### src/rtl/gen2_timer_pkg.sv
// Shared types and constants for the Gen2 timer scheduler.
// State encoding, counter width and default saturation ceiling.
package gen2_timer_pkg;

    localparam int unsigned CNT_W         = 16;
    localparam int unsigned DEF_MAX_COUNT = 5000;

    typedef enum logic [2:0] {
        ST_IDLE = 3'd0,
        ST_LOAD = 3'd1,
        ST_RUN  = 3'd2,
        ST_DONE = 3'd3,
        ST_REL  = 3'd4
    } state_t;

    function automatic logic [CNT_W-1:0] clamp_limit(input logic [CNT_W-1:0] lim,
                                                     input logic [CNT_W-1:0] ceil);
        return (lim > ceil) ? ceil : lim;
    endfunction

endpackage

### src/rtl/gen2_timer_sched_timer_core.sv
// Shared 16-bit timeout counter: clear/capture, qualified increment, limit compare.
// TIMER_SCHED_PRESCALE_EN adds a free-running prescaler that gates increments.
module timer_core
    import gen2_timer_pkg::*;
#(
    parameter int unsigned MAX_COUNT = DEF_MAX_COUNT
`ifdef TIMER_SCHED_PRESCALE_EN
    , parameter int unsigned PRESCALE_LOG2 = 2
`endif
) (
    input  logic             clk,
    input  logic             reset,
    input  logic             clear,
    input  logic             step_en,
    input  logic             tick_en,
    input  logic [CNT_W-1:0] lim_in,
    output logic [CNT_W-1:0] count,
    output logic             at_limit,
    output logic             saturated
);

    localparam logic [CNT_W-1:0] MAX_C = CNT_W'(MAX_COUNT);

    logic [CNT_W-1:0] lim;
    logic             tick_q;

`ifdef TIMER_SCHED_PRESCALE_EN
    logic [PRESCALE_LOG2-1:0] pre;

    always_ff @(posedge clk or negedge reset) begin
        if (!reset)     pre <= '0;
        else if (clear) pre <= '0;
        else            pre <= pre + 1'b1;
    end

    assign tick_q = tick_en && (&pre);
`else
    assign tick_q = tick_en;
`endif

    always_ff @(posedge clk or negedge reset) begin
        if (!reset) begin
            count <= '0;
            lim   <= '0;
        end else if (clear) begin
            count <= '0;
            lim   <= clamp_limit(lim_in, MAX_C);
        end else if (step_en && tick_q && (count < MAX_C)) begin
            count <= count + 1'b1;
        end
    end

    assign at_limit  = (count >= lim);
    assign saturated = (count >= MAX_C);

endmodule

### src/rtl/gen2_timer_sched.sv
// Round-robin arbiter granting one shared timeout counter to NREQ requesters.
// Optional prescaler under TIMER_SCHED_PRESCALE_EN (see timer_core).
module gen2_timer_sched
    import gen2_timer_pkg::*;
#(
    parameter int unsigned NREQ      = 3,
    parameter int unsigned MAX_COUNT = DEF_MAX_COUNT
`ifdef TIMER_SCHED_PRESCALE_EN
    , parameter int unsigned PRESCALE_LOG2 = 2
`endif
) (
    input  logic                  clk,
    input  logic                  reset,
    input  logic                  tick_en,
    input  logic [NREQ-1:0]       req,
    input  logic [CNT_W*NREQ-1:0] limit_flat,
    output logic [NREQ-1:0]       grant,
    output logic [NREQ-1:0]       done,
    output logic                  busy,
    output logic [CNT_W-1:0]      count,
    output logic                  saturated
);

    localparam int unsigned IDX_W = (NREQ > 1) ? $clog2(NREQ) : 1;

    state_t           state, nxt;
    logic [IDX_W-1:0] owner, sel;
    logic [NREQ-1:0]  sel_onehot;
    logic [CNT_W-1:0] owner_lim;
    logic             owner_req, at_limit, step_en, load;

    // owner doubles as the round-robin pointer; the nearest requester after it wins
    always_comb begin
        sel = owner;
        for (int unsigned i = NREQ; i >= 1; i--) begin
            for (int unsigned j = 0; j < NREQ; j++) begin
                if (req[j] && (((32'(owner) + i) % NREQ) == j)) sel = IDX_W'(j);
            end
        end
    end

    always_comb begin
        sel_onehot = '0;
        owner_lim  = '0;
        for (int unsigned j = 0; j < NREQ; j++) begin
            sel_onehot[j] = (sel == IDX_W'(j));
            if (owner == IDX_W'(j)) owner_lim = limit_flat[j*CNT_W +: CNT_W];
        end
    end

    assign owner_req = |(req & grant);

    always_ff @(posedge clk or negedge reset) begin
        if (!reset) begin
            state <= ST_IDLE;
            owner <= '0;
            grant <= '0;
        end else begin
            state <= nxt;
            if ((state == ST_IDLE) && (|req)) begin
                owner <= sel;
                grant <= sel_onehot;
            end else if (nxt == ST_IDLE) begin
                grant <= '0;
            end
        end
    end

    always_comb begin
        nxt = state;
        unique case (state)
            ST_IDLE: if (|req) nxt = ST_LOAD;
            ST_LOAD: nxt = ST_RUN;
            ST_RUN: begin
                if (!owner_req)    nxt = ST_IDLE;
                else if (at_limit) nxt = ST_DONE;
            end
            ST_DONE: nxt = ST_REL;
            ST_REL:  if (!owner_req) nxt = ST_IDLE;
            default: nxt = ST_IDLE;
        endcase
    end

    always_comb begin
        busy    = (state != ST_IDLE);
        done    = (state == ST_DONE) ? grant : '0;
        load    = (state == ST_LOAD);
        step_en = (state == ST_RUN) && owner_req && !at_limit;
    end

    timer_core #(
        .MAX_COUNT(MAX_COUNT)
`ifdef TIMER_SCHED_PRESCALE_EN
        , .PRESCALE_LOG2(PRESCALE_LOG2)
`endif
    ) u_core (
        .clk      (clk),
        .reset    (reset),
        .clear    (load),
        .step_en  (step_en),
        .tick_en  (tick_en),
        .lim_in   (owner_lim),
        .count    (count),
        .at_limit (at_limit),
        .saturated(saturated)
    );

endmodule

### config.mk
export PLATFORM = sky130hd
export DESIGN_NAME = gen2_timer_sched
export DESIGN_NICKNAME = d
export VERILOG_FILES = /design/src/rtl/gen2_timer_pkg.sv /design/src/rtl/gen2_timer_sched_timer_core.sv /design/src/rtl/gen2_timer_sched.sv
export SDC_FILE = /design/constraint.sdc
export NUM_CORES = 1
export LEC_CHECK = 0
export CAP_MARGIN = 20
export CELL_PAD_IN_SITES_DETAIL_PLACEMENT = 1
export CELL_PAD_IN_SITES_GLOBAL_PLACEMENT = 1
export CORE_UTILIZATION = 38
export DETAILED_ROUTE_END_ITERATION = 12
export PLACE_DENSITY = 0.87
export SLEW_MARGIN = 10
export SYNTH_ARGS = -nofsm -noshare
export SYNTH_HDL_FRONTEND = slang
export SYNTH_SLANG_ARGS = --single-unit
### constraint.sdc
create_clock -name clk -period 6.5 [get_ports clk]
set_input_delay 0.975 -clock clk [delete_from_list [all_inputs] [get_ports clk]]
set_output_delay 0.975 -clock clk [all_outputs]
set_load 0.05 [all_outputs]
# ---- Yosys cells after proc, flatten, opt, wreduce, memory -nomap -nowiden
# Cells that the tools add are included.
dict set report word_totals {
  reg_bits 40
  in_bits 54
  output_inout_bits 24
  wordCells 81
}
dict set report classes {
  addsub 4
  n_div 3
  order_cmp 4
  n_eq_ne 14
  mux 23
  bitwise_logic 1
  reduce_logical 27
}
# operator n
set ops {}
lappend ops {{32-bit by 1-bit equality test with 1-bit output, second input constant} 3}
lappend ops {{32-bit by 2-bit equality test with 1-bit output, second input constant} 3}
lappend ops {{32-bit logical NOT} 3}
lappend ops {{32-bit by 2-bit modulo with 32-bit output, second input constant} 3}
lappend ops {{16-bit 2-to-1 mux} 6}
lappend ops {{3-bit 2-to-1 mux} 7}
lappend ops {{2-bit 2-to-1 mux} 9}
lappend ops {{16-bit by 1-bit adder with 16-bit output, second input constant} 1}
lappend ops {{16-bit by 13-bit >= comparator with 1-bit output, second input constant} 1}
lappend ops {{16-bit >= comparator} 1}
lappend ops {{16-bit by 13-bit greater-than comparator with 1-bit output, second input constant} 1}
lappend ops {{16-bit by 13-bit less-than comparator with 1-bit output, second input constant} 1}
lappend ops {{3-bit case mux with 5 select lines} 1}
lappend ops {{1-bit logical AND} 14}
lappend ops {{2-bit by 2-bit adder with 3-bit output, second input constant} 2}
lappend ops {{3-bit by 2-bit equality test with 1-bit output, second input constant} 2}
lappend ops {{3-bit logical NOT} 2}
lappend ops {{3-bit OR reduction} 2}
lappend ops {{2-bit by 1-bit equality test with 1-bit output, second input constant} 2}
lappend ops {{2-bit equality test, second input constant} 2}
lappend ops {{2-bit logical NOT} 2}
lappend ops {{2-bit nonzero test} 2}
lappend ops {{2-bit by 1-bit adder with 3-bit output, second input constant} 1}
lappend ops {{3-bit bitwise AND} 1}
lappend ops {{4 further kinds} 4}

# ---- Logic depth before layout (Yosys ltp)
dict set report logic_depth {
  ltp_word 15
  ltp_mapped 10
  ltp_nobuf 8
}

# ---- Modules after synthesis
# Synthesis repeated with hierarchy kept, for this count alone.
dict set report hier_totals {
  hier_cells 301
  area_unflattened_um2 2701.3
}
# module n_inst cells_per_inst area_each_um2
set by_module_without_submodules {}
lappend by_module_without_submodules {timer_core 1 182 1835.5}
lappend by_module_without_submodules {gen2_timer_sched 1 119 865.8}

# ---- Least setup slack after synthesis
# No wires, ideal clock.
dict set report synth_path {
  kind {flip-flop to output port}
  from {register u_core.count[8]}
  to {output port saturated}
  t_arrival_ns 2.111
  path_slack_ns 3.414
  path_stages_with_launch 4
  path_cell_list {dfrtp_1 > and3_1 > a211oi_2 > o21ai_0}
}
dict set report synth_between {
  elab_chain_cells 1
}
# element line
set synth_rtl {}
lappend synth_rtl {{start: declaration} gen2_timer_sched_timer_core.sv:17} ;# output logic [CNT_W-1:0] count,
lappend synth_rtl {{start signal: assignment} gen2_timer_sched_timer_core.sv:49} ;# count <= count + 1'b1;
lappend synth_rtl {{16-bit by 13-bit >= comparator with 1-bit output} gen2_timer_sched_timer_core.sv:54} ;# assign saturated = (count >= MAX_C);
lappend synth_rtl {{end: declaration} gen2_timer_sched.sv:21} ;# output logic saturated
# Every way passes these cells.

# ---- Final worst setup path
dict set report layout_path {
  from {register u_core.count[4]}
  to {output port saturated}
}
# Same word-level chain as after synthesis.

==> impl_metrics.ini <==
[run_status]
status = completed

[power]
p_seq_frac = 0.292
finalPower_mw = 1.181
leakagePower_nw = 1.594
internal-power_uw = 660.7
vdd_drop_max_mv = 0.2390
p_clk_frac = 0.146
powerDensity_nw_per_um2 = 323.9
pwr-share-comb = 0.562
p_sw_uw = 520.4
switching_share = 0.4406

[drt]
wl_per_cell_um = 15.93
drc = 0
finalWirelength_um = 7613
drt_pass1_iterations = 4
vias = 2637
first_iter_violations = 96
viasPerCell = 5.517
drtAntennaViolNets = 0

[die]
ios = 78
die_w_um = 86.49
core_area_um2 = 6832
die-area_um2 = 7481
rows = 30
start_util = 0.3971
dieHeight_um = 86.49

[min_path]
min_path_type = register to register

[timing]
max_slew.worst_pin.slew_ns = 0.8675
fmax_mhz = 286.7
fin_tns_setup_ns = 0
finalCriticalPeriod_ns = 3.488
max_slew_margin = 0.4217
finalMaxSlewViolations = 0
rsz0062_at_grt = no
finalClockSkew_ns = 0.009589
hold_violations = 0
setup_viol = 0
whs_ns = 0.5208
period_share = 0.5365

[cells_and_area]
fillCellCount = 839
synthToLayoutAreaGrowth_pct = 34.41
fin_nets = 458
drive_above_1_share = 0.03927
antennaDiodeCount = 0

[cts]
clock_latency_ns = 0.30
clock_sinks = 40
ctsResizeCount = 0
cts_buffers = 5
clock_path_buffers = 2
htree_levels = 2
clk_pin_slew_ns = 0.08
cts_tree = yes
cts_setup_buffers = 0
cts_root_buf = clkbuf_8
cts_hold_buf = 0

[logic_synthesis]
avgSynthCellArea_um2 = 8.779
synth-seq-cells = 40
synth_edf_count = 0
async_flop_share = 1.000
netlist_area_um2 = 2713
synth_ff_type = dfrtp_1
synth-seq-area-share = 0.3690
ys.warnings.count = 0
netlist_instances = 309
synth_cell_types = 50
syn-num-nets = 386

[grt]
grt_max_degree = 41
track_usage = 0.2192
grt_pass1_wl_um = 13010
antenna_found_initial = 0
overflow = 0
grt_pass1_vias = 2774

[critical_path]
criticalPathCategory = register to output pin
arrival_ns = 2.51
critPathMaxFanout = 8
critPathRequiredTime_ns = 5.52
setup.worst_path.start_class = register
critical_path.endpoint_type = output pin

[placed_design]
gp_congestion = 0.7909
hpwl_um = 5911
port_buffers = 77

[job]
maxCapViolCount = 0
## power groups by stage
stage               Clock, mW  Sequential, mW  Combinational (mW)
CTS                     0.176           0.345               0.669
global route            0.187           0.350               0.740
floorplan                   0           0.364               0.450
global placement            0           0.345               0.630
detailed placement          0           0.349               0.662
finish                  0.173           0.344               0.664
## placed cells by master, fill, tap and decap left out, types with 4 or more instances in the layout
master,n
nand3_1,5
nand2_1,16
a22o_1,11
nand3b_1,10
nor2_1,7
nor3_1,6
a22oi_1,7
clkbuf_8,6
o21ai_1,14
clkdlybuf4s50_1,76
ha_1,23
nand2b_1,4
o22ai_1,6
a21oi_1,24
or3_1,9
inv_1,34
and2_1,12
o21ai_0,14
and3_1,6
dfrtp_1,40
o31ai_1,5
## cell usage after synthesis, types with 3 or more instances
cell,number,area [um^2]
a211oi_1,3,22.52
o22ai_1,6,37.54
clkbuf_1,10,37.54
nand2b_1,4,25.02
o21a_1,3,22.52
dfrtp_1,40,1001
a21oi_1,24,120.1
a21o_1,3,22.52
o31ai_1,5,37.54
nor2_1,7,26.28
a22oi_1,7,52.55
nand4_1,3,18.77
nand2_1,16,60.06
nor3_1,6,30.03
inv_1,34,127.6
nand3b_1,10,75.07
ha_1,23,287.8
nand3_1,5,25.02
and2_1,12,75.07
a22o_1,11,96.34
and3_1,6,37.54
or3_1,9,56.30
o2111ai_1,3,26.28
o211ai_1,3,22.52
o21ai_1,14,70.07
o21ai_0,14,70.07
## worst paths after layout
path	start	endpoint	slack (ns)	cells after the start
worst max-delay path	u_core.count[4]	saturated	3.01	4
max in group asynchronous	reset	u_core.lim[14]	5.16	1
min in group asynchronous	reset	grant[1]	0.79	1
worst min register to register	u_core.lim[13]	u_core.lim[13]	0.52	2
worst max register to register	u_core.count[0]	u_core.count[11]	3.64	8
worst min-delay path	u_core.lim[13]	u_core.lim[13]	0.52	2
## flip-flops by register name (all words and copies together), names as in the netlist
name          flops
u_core.count     16
state             3
u_core.lim       16
grant             3
owner             2
## through the flow
step / cells / worst slack (ns) / utilization / cell area [um^2]
after floorplan: 309 / 3.414 / - / 2713
after global placement: 470 / 2.882 / 0.5201 / 3553
after detailed placement: 470 / 2.695 / 0.5201 / 3553
after CTS: 478 / 2.997 / 0.5337 / 3646
after global routing: 478 / 2.903 / 0.5337 / 3646
final: 478 / 3.012 / 0.5337 / 3646
## cell type report
type	count	area, um^2	area share
Multi-Input combinational cell	222	1531	0.4200
Inverter	34	127.6	0.03500
Tap cell	96	120.1	0.03294
Clock buffer	6	82.58	0.02265
Sequential cell	40	1001	0.2745
Timing Repair Buffer	78	773.2	0.2121
Clock inverter	2	10.01	0.002745
## logic make-up (layout without fill, tap and decap cells)
kind of cell / after synthesis / count (layout) / share of synthesized area
AO/OA/AOI/OAI: 106 / 106 / 0.2546
AND/OR/NAND/NOR: 92 / 92 / 0.1988
buffers and inverters: 47 / 120 / 0.06826
flip-flops: 40 / 40 / 0.3690
adder cells (fa/ha/maj): 23 / 23 / 0.1061
XOR/XNOR: 1 / 1 / 0.003229
## metal layers
layer  wire length (um)  vias up  global-route usage
li1                   -     1270                   -
met1               3400     1281              0.2661
met2               3815       74              0.4048
met3                249       12             0.02286
met4                147        0             0.07121
met5                  0        -                   0
## worst max-delay path, cell delays in order (launching register included)
cell	delay (ns)
dfrtp_1	0.47
or4_1	0.55
a211oi_2	0.29
o21ai_0	0.16
clkdlybuf4s50_1	0.75
Note: power is estimated with default switching activity, not from simulation.
